## src/rtl/fpu_bcd_pkg.sv

```systemverilog
// Shared encodings and helpers for the 8087 packed-BCD <-> binary conversion engine.
package fpu_bcd_pkg;

  localparam logic OP_LOAD  = 1'b0;
  localparam logic OP_STORE = 1'b1;

  typedef enum logic [1:0] {
    IDLE,
    ITER,
    FINISH
  } state_e;

  // Widest packed-BCD word the helpers support (64 digits plus the sign byte).
  localparam int BCD_MAX_W = 264;

  // BCD indefinite: sign byte 0xFF, next byte 0xFF, next byte 0xC0, all lower bytes zero.
  function automatic logic [BCD_MAX_W-1:0] bcd_indefinite(input int ndigits);
    logic [BCD_MAX_W-1:0] pattern;
    pattern = {{(BCD_MAX_W-24){1'b0}}, 24'hFFFFC0};
    return pattern << (4*ndigits + 8 - 24);
  endfunction

endpackage

```

## src/rtl/fpu_bcd_dabble_step.sv

```systemverilog
// One double-dabble step: add 3 to every BCD digit >= 5, then shift {bcd,bin} left by one.
module fpu_bcd_dabble_step
  import fpu_bcd_pkg::*;
#(
  parameter int NDIGITS = 18,
  parameter int BIN_W   = 64
) (
  input  logic [4*NDIGITS-1:0] bcd_i,
  input  logic [BIN_W-1:0]     bin_i,
  output logic [4*NDIGITS-1:0] bcd_o,
  output logic [BIN_W-1:0]     bin_o,
  output logic                 carry_o
);

  logic [4*NDIGITS-1:0] adjusted;

  always_comb begin
    adjusted = bcd_i;
    for (int d = 0; d < NDIGITS; d++) begin
      if (bcd_i[4*d +: 4] >= 4'd5) begin
        adjusted[4*d +: 4] = bcd_i[4*d +: 4] + 4'd3;
      end
    end
  end

  // The bit leaving the top digit is the carry-out that flags overflow upstream.
  assign {carry_o, bcd_o, bin_o} = {adjusted, bin_i, 1'b0};

endmodule

```

## src/rtl/fpu_bcd_convert_engine.sv

```systemverilog
// Multi-cycle packed-BCD <-> binary magnitude converter for FBLD/FBSTP sequences.
// Define FPU_BCD_FAST_EN to chain two conversion steps per cycle (results unchanged).
module fpu_bcd_convert_engine
  import fpu_bcd_pkg::*;
#(
  parameter  int NDIGITS = 18,
  parameter  int BIN_W   = 64,
  localparam int BCD_W   = 4*NDIGITS + 8
) (
  input  logic             clk,
  input  logic             reset,
  input  logic             start,
  input  logic             op,
  input  logic [BCD_W-1:0] bcd_in,
  input  logic [BIN_W-1:0] bin_in,
  input  logic             sign_in,
  output logic             busy,
  output logic             done,
  output logic [BIN_W-1:0] bin_out,
  output logic             sign_out,
  output logic [BCD_W-1:0] bcd_out,
  output logic             zero,
  output logic             invalid,
  output logic             overflow
);

  localparam int DW = 4*NDIGITS;
`ifdef FPU_BCD_FAST_EN
  localparam int STEPS = 2;
`else
  localparam int STEPS = 1;
`endif
  localparam int CNT_W = $clog2(BIN_W) + 1;
  localparam logic [CNT_W-1:0] LOAD_LAST  = CNT_W'(NDIGITS/STEPS - 1);
  localparam logic [CNT_W-1:0] STORE_LAST = CNT_W'(BIN_W/STEPS - 1);
  localparam logic [BCD_MAX_W-1:0] INDEF_FULL = bcd_indefinite(NDIGITS);
  localparam logic [BCD_W-1:0] INDEF = INDEF_FULL[BCD_W-1:0];

  state_e           state_q, state_d;
  logic [CNT_W-1:0] cnt_q, cnt_d;
  logic             op_q, op_d;
  logic             sign_q, sign_d;
  logic             sticky_q, sticky_d;
  // binReg is the LOAD accumulator or the STORE source; bcdReg is the LOAD source or STORE accumulator.
  logic [BIN_W-1:0] binReg_q, binReg_d;
  logic [DW-1:0]    bcdReg_q, bcdReg_d;

  logic             busy_q, busy_d;
  logic             done_q, done_d;
  logic [BIN_W-1:0] binOut_q, binOut_d;
  logic             signOut_q, signOut_d;
  logic [BCD_W-1:0] bcdOut_q, bcdOut_d;
  logic             zero_q, zero_d;
  logic             invalid_q, invalid_d;
  logic             overflow_q, overflow_d;

  logic             unusedPadBits;
  assign unusedPadBits = ^bcd_in[BCD_W-2:DW];

  logic [BIN_W-1:0] ldBin;
  logic [DW-1:0]    ldBcd;
  logic [3:0]       ldDigit;
  logic             ldBad;

  always_comb begin
    ldBin   = binReg_q;
    ldBcd   = bcdReg_q;
    ldDigit = 4'd0;
    ldBad   = 1'b0;
    for (int s = 0; s < STEPS; s++) begin
      ldDigit = ldBcd[DW-1 -: 4];
      ldBad   = ldBad | (ldDigit > 4'd9);
      ldBin   = (ldBin << 3) + (ldBin << 1) + {{(BIN_W-4){1'b0}}, ldDigit};
      ldBcd   = ldBcd << 4;
    end
  end

  logic [DW-1:0]    dbBcd;
  logic [BIN_W-1:0] dbBin;
  logic             dbCarry;

`ifdef FPU_BCD_FAST_EN
  logic [DW-1:0]    midBcd;
  logic [BIN_W-1:0] midBin;
  logic             midCarry, lastCarry;

  fpu_bcd_dabble_step #(.NDIGITS(NDIGITS), .BIN_W(BIN_W)) u_step0 (
    .bcd_i(bcdReg_q), .bin_i(binReg_q), .bcd_o(midBcd), .bin_o(midBin), .carry_o(midCarry)
  );
  fpu_bcd_dabble_step #(.NDIGITS(NDIGITS), .BIN_W(BIN_W)) u_step1 (
    .bcd_i(midBcd), .bin_i(midBin), .bcd_o(dbBcd), .bin_o(dbBin), .carry_o(lastCarry)
  );
  assign dbCarry = midCarry | lastCarry;
`else
  fpu_bcd_dabble_step #(.NDIGITS(NDIGITS), .BIN_W(BIN_W)) u_step0 (
    .bcd_i(bcdReg_q), .bin_i(binReg_q), .bcd_o(dbBcd), .bin_o(dbBin), .carry_o(dbCarry)
  );
`endif

  always_comb begin
    state_d    = state_q;
    cnt_d      = cnt_q;
    op_d       = op_q;
    sign_d     = sign_q;
    sticky_d   = sticky_q;
    binReg_d   = binReg_q;
    bcdReg_d   = bcdReg_q;
    busy_d     = busy_q;
    done_d     = 1'b0;
    binOut_d   = binOut_q;
    signOut_d  = signOut_q;
    bcdOut_d   = bcdOut_q;
    zero_d     = zero_q;
    invalid_d  = invalid_q;
    overflow_d = overflow_q;

    unique case (state_q)
      IDLE: begin
        if (start && !busy_q) begin
          op_d     = op;
          sticky_d = 1'b0;
          busy_d   = 1'b1;
          state_d  = ITER;
          if (op == OP_STORE) begin
            sign_d   = sign_in;
            cnt_d    = STORE_LAST;
            binReg_d = bin_in;
            bcdReg_d = '0;
          end else begin
            sign_d   = bcd_in[BCD_W-1];
            cnt_d    = LOAD_LAST;
            binReg_d = '0;
            bcdReg_d = bcd_in[DW-1:0];
          end
        end
      end

      ITER: begin
        if (op_q == OP_STORE) begin
          binReg_d = dbBin;
          bcdReg_d = dbBcd;
          sticky_d = sticky_q | dbCarry;
        end else begin
          binReg_d = ldBin;
          bcdReg_d = ldBcd;
          sticky_d = sticky_q | ldBad;
        end
        if (cnt_q == '0) begin
          state_d = FINISH;
        end else begin
          cnt_d = cnt_q - CNT_W'(1);
        end
      end

      FINISH: begin
        busy_d  = 1'b0;
        done_d  = 1'b1;
        state_d = IDLE;
        // An invalid LOAD reports magnitude zero but keeps the sign.
        if (op_q == OP_STORE) begin
          invalid_d  = 1'b0;
          overflow_d = sticky_q;
          bcdOut_d   = sticky_q ? INDEF : {sign_q, 7'b0, bcdReg_q};
          zero_d     = !sticky_q && (bcdReg_q == '0);
        end else begin
          invalid_d  = sticky_q;
          overflow_d = 1'b0;
          binOut_d   = sticky_q ? '0 : binReg_q;
          signOut_d  = sign_q;
          zero_d     = sticky_q || (binReg_q == '0);
        end
      end

      default: state_d = IDLE;
    endcase
  end

  always_ff @(posedge clk) begin
    if (reset) begin
      state_q    <= IDLE;
      cnt_q      <= '0;
      op_q       <= OP_LOAD;
      sign_q     <= 1'b0;
      sticky_q   <= 1'b0;
      binReg_q   <= '0;
      bcdReg_q   <= '0;
      busy_q     <= 1'b0;
      done_q     <= 1'b0;
      binOut_q   <= '0;
      signOut_q  <= 1'b0;
      bcdOut_q   <= '0;
      zero_q     <= 1'b0;
      invalid_q  <= 1'b0;
      overflow_q <= 1'b0;
    end else begin
      state_q    <= state_d;
      cnt_q      <= cnt_d;
      op_q       <= op_d;
      sign_q     <= sign_d;
      sticky_q   <= sticky_d;
      binReg_q   <= binReg_d;
      bcdReg_q   <= bcdReg_d;
      busy_q     <= busy_d;
      done_q     <= done_d;
      binOut_q   <= binOut_d;
      signOut_q  <= signOut_d;
      bcdOut_q   <= bcdOut_d;
      zero_q     <= zero_d;
      invalid_q  <= invalid_d;
      overflow_q <= overflow_d;
    end
  end

  assign busy     = busy_q;
  assign done     = done_q;
  assign bin_out  = binOut_q;
  assign sign_out = signOut_q;
  assign bcd_out  = bcdOut_q;
  assign zero     = zero_q;
  assign invalid  = invalid_q;
  assign overflow = overflow_q;

endmodule
```

## config.mk

```make
export PLATFORM = sky130hd
export DESIGN_NAME = fpu_bcd_convert_engine
export DESIGN_NICKNAME = d
export VERILOG_FILES = /design/src/rtl/fpu_bcd_pkg.sv /design/src/rtl/fpu_bcd_dabble_step.sv /design/src/rtl/fpu_bcd_convert_engine.sv
export SDC_FILE = /design/constraint.sdc
export NUM_CORES = 1
export LEC_CHECK = 0
export ABC_AREA = 1
export CORE_AREA = 4 4 254 305
export DETAILED_ROUTE_END_ITERATION = 10
export DIE_AREA = 0 0 258 309
export GPL_TIMING_DRIVEN = 0
export SYNTH_ARGS = -nofsm -noshare
export SYNTH_HDL_FRONTEND = slang
export SYNTH_HIERARCHICAL = 1
export SYNTH_SLANG_ARGS = --single-unit
```

## constraint.sdc

```tcl
create_clock -name clk -period 2.7 [get_ports clk]
set_clock_uncertainty 0.15 [all_clocks]
set_input_delay 0.54 -clock clk [delete_from_list [all_inputs] [get_ports clk]]
set_output_delay 0.54 -clock clk [all_outputs]
set_load 0.05 [all_outputs]
```

==> run summary <==
Result of the run -> finished with violations
Violations in the final reports -> negative setup slack
Number of design rule violations left after detail routing -> 0
Number of standard cells after synthesis -> 3532
Crit path capture type -> flop
Critical hold path startpoint -> bin_out[52]$_SDFFE_PP0P_
TritonCTS clock tree -> done
Unrepaired setup endpoints after global routing -> yes
Slowest stage delay, CP -> 0.50 ns
Wire length of the first global-routing pass -> 140000 µm
Master cell of the clock root buffer -> clkbuf_16
Area share of the leading cell type in the synthesized netlist -> 26.4%
Number of levels in the clock H-tree -> 2
Total Wirelength -> 95700 µm
Source-to-sink clock delay at the later pin of the worst-skew pair -> 0.57 ns
Worst reg2reg endpoint -> binReg_q[50]$_SDFFE_PP0P_
Post-synth top cells -> 835 x nand2_1, 445 x inv_1, 409 x a21oi_1
Number of standard-cell rows in the floorplan -> 110
Via count of the first global-routing pass -> 23400
Remaining global-route overflow -> 0
Worst setup path category -> reg -> reg
Height of the die -> 309 µm
Worst path slowest cell -> fa_2
Routed WL per cell -> 19.5 µm
Count of endpoints failing hold in the final timing report -> 0
Clock power share -> 24.7%
Top Ports -> 299
Initial drt markers -> 1780
Layout cells sized above 1 -> 15.0%
Core Region -> 0.0747 mm²
Register area share after synthesis -> 26.4%
Setup slack of the most critical reg-to-reg path -> -0.0003 ns
Number of nets in the layout -> 4192
Async S/R FF share, synth -> 0%
Final setup slack of the worst path -> -0.000336 ns
Number of enable-type register cells in the synthesized netlist -> 0
Number of buffers added on ports -> 290
Count of yosys warnings during synthesis -> 6
Setup TNS -> -0.000336 ns
Gp weighted congestion -> 1.01
Maximum fanout count along the critical path -> 3
GRT Util Overall -> 22.6%
Peak Freq -> 370 MHz
Horizontal die dimension -> 258 µm
Worst hold path endpoint -> bin_out[52]$_SDFFE_PP0P_
Data required time of the worst path -> 3.05 ns
Worst-margin pin slew -> 1.19 ns
Placement Cell Area -> 0.0263 mm²
Most used standard cell by instance count after synthesis -> nand2_1
Type of the most critical hold path -> reg -> reg
Leakage power total -> 12.6 nW
Maximum Capacitance Violations -> 0
Drt first pass iters -> 6
Pin count of the biggest net entering global routing -> 13
# setup viols final -> 1
Hold Worst Slack -> 0.311 ns
Detail Placement HPWL -> 76200 µm
Reg-to-reg startpoint -> bcdReg_q[71]$_SDFFE_PP0P_
Most instantiated flip-flop cell in the synthesis netlist -> dfxtp_1
P per Cell Area -> 629 mW/mm²
Reg power frac -> 31.5%
Total vias in the final route -> 24800
Initial antenna violation count -> 4
Clock buffer count from CTS -> 34
Maximum number of buffers from clock root to sink -> 3
Reg clk slew, reported paths -> 0.06 ns
Worst reg-to-reg path cell count -> 16
Worst path arrival time -> 3.05 ns
Relative max-transition margin -> 20.3%
Hold Path Depth -> 2
Minimum clock period after layout -> 2.70 ns
Pre-CTS worst setup slack -> -0.805 ns
P&R area growth vs syn -> 29.4%
Average cell area after synthesis -> 6.28 µm²
Cell internal power dissipation -> 10.2 mW
Starting density of the core -> 29.7%
Pins over their slew limit -> 0
Period Utilization, post-route -> 100%
Worst vdd ir -> 416 µV
Switching share of power -> 43.4%
NetSw -> 7.83 mW
Number of library cell types mapped by synthesis -> 48
Source of the critical timing path -> bcdReg_q[71]$_SDFFE_PP0P_
Kind of launch point of the worst setup path -> flop
Vias per cell -> 5.06
Critical Path Most Common Cell -> nand2_2
Synthesized Nets -> 3843
Die outline area -> 0.0797 mm²
Cell chain of the critical path -> inv_6 > fa_2 > fa_2 > inv_1 > nand3_1 > nand2_2 > nand2_1 > nand2_2 > nand2_1 > nand2_2 > nand3_1 > nand3_1 > nand2_1 > nand3_4 > nand2_2 > a21oi_2
Final ANT Viol Nets -> 0
Clock sink count -> 292
Area leader, netlist -> dfxtp_1
Flops & latches, synth -> 292
Area contributors post-synth -> dfxtp_1 26%, nand2_1 14%, a21oi_1 9.2%
Synth Cell Area -> 0.0222 mm²
Part of the power in combinational logic -> 43.8%
Finished layout cell area -> 0.0287 mm²
final cells by class:
| cell class | count | area, µm² |
|---|---|---|
| flip-flops and latches | 292 | 5930 |
| well taps | 1008 | 1260 |
| clock buffers | 46 | 926 |
| fillers | 8038 | 46000 |
| plain buffers | 244 | 1270 |
| inverters | 464 | 1750 |
| multi-input cells | 2532 | 14400 |
| diodes | 2 | 5.00 |
| clock inverters | 8 | 86.3 |
| repair buffers | 313 | 3080 |
how the worst max path moves through the flow:
stage,end
after CTS,binReg_q[49]$_SDFFE_PP0P_
after global routing,binReg_q[43]$_SDFFE_PP0P_
final,binReg_q[50]$_SDFFE_PP0P_
after floorplan,binReg_q[34]$_SDFFE_PP0P_
after global placement,binReg_q[60]$_SDFFE_PP0P_
after detailed placement,binReg_q[61]$_SDFFE_PP0P_
power by group through the flow:
stage                     Clock (mW)  Combinational, mW  Sequential [mW]
after floorplan                    0               4.92             5.45
after global placement             0               7.04             5.71
after detailed placement           0               7.09             5.72
after CTS                       4.56               7.25             5.64
after global routing            4.69               8.67             5.76
final                           4.47               7.90             5.69
routing by layer:
layer | vias up | wire length [µm] | global-route usage (%) | part of all wire [%]
met4 | 0 | 4740 | 9.79 | 5.0
met5 | - | 0 | 0 | 0
li1 | 12200 | - | - | -
met3 | 211 | 5730 | 3.09 | 6.0
met1 | 11500 | 37600 | 26.1 | 39
met2 | 846 | 47700 | 41.6 | 50
registers in the layout (all words and copies together), names as in the netlist, 2 cells and up:
register	flops
bcdReg_q	72
bcd_out	74
cnt_q	7
bin_out	64
state_q	2
binReg_q	64
what timing repair did:
item	in CTS	in global routing
buffers inserted	14	9
pin swaps	26	54
hold buffers	0	0
gates cloned	0	0
gates resized for setup	123	226
endpoints found under the setup margin	108	57
cells in the final DEF (no fill, tap or decap), types with 31 or more instances in the layout:
cell,count
nor2_1,271
clkbuf_16,34
nand3_1,216
a21oi_2,31
dfxtp_2,55
nor4_1,35
clkbuf_1,124
a31oi_1,76
nand2_2,87
buf_2,40
inv_1,440
nor2_2,32
dfxtp_1,233
o21ai_0,245
clkdlybuf4s50_1,284
a21oi_1,382
ha_1,122
a221oi_1,46
nand2_1,755
buf_4,100
per-stage QoR:
| stage | cells | power, mW | util [%] |
|---|---|---|---|
| after floorplan | 3532 | 10.4 | - |
| after global placement | 4830 | 12.8 | 35.2 |
| after CTS | 4898 | 17.5 | 37.2 |
| after detailed placement | 4830 | 12.8 | 35.2 |
| final | 4909 | 18.1 | 38.4 |
| after global routing | 4908 | 19.1 | 38.4 |
worst max-delay path, delay by kind of cell (launching register included):
| family | cells | cell delay, ns |
|---|---|---|
| adder cells (fa/ha/maj) | 2 | 0.92 |
| AND/OR/NAND/NOR | 11 | 0.95 |
| flip-flops | 1 | 0.37 |
| AO/OA/AOI/OAI | 1 | 0.11 |
| buffers and inverters | 2 | 0.11 |
kinds of logic after synthesis:
group	Yosys count	share of synthesized area, %
AO/OA/AOI/OAI	838	20.8
XOR/XNOR	29	1.15
adder cells (fa/ha/maj)	162	9.21
buffers and inverters	708	13.5
flip-flops	292	26.4
other	1	0.0169
AND/OR/NAND/NOR	1502	28.9
Note: power is estimated with default switching activity, not from simulation.
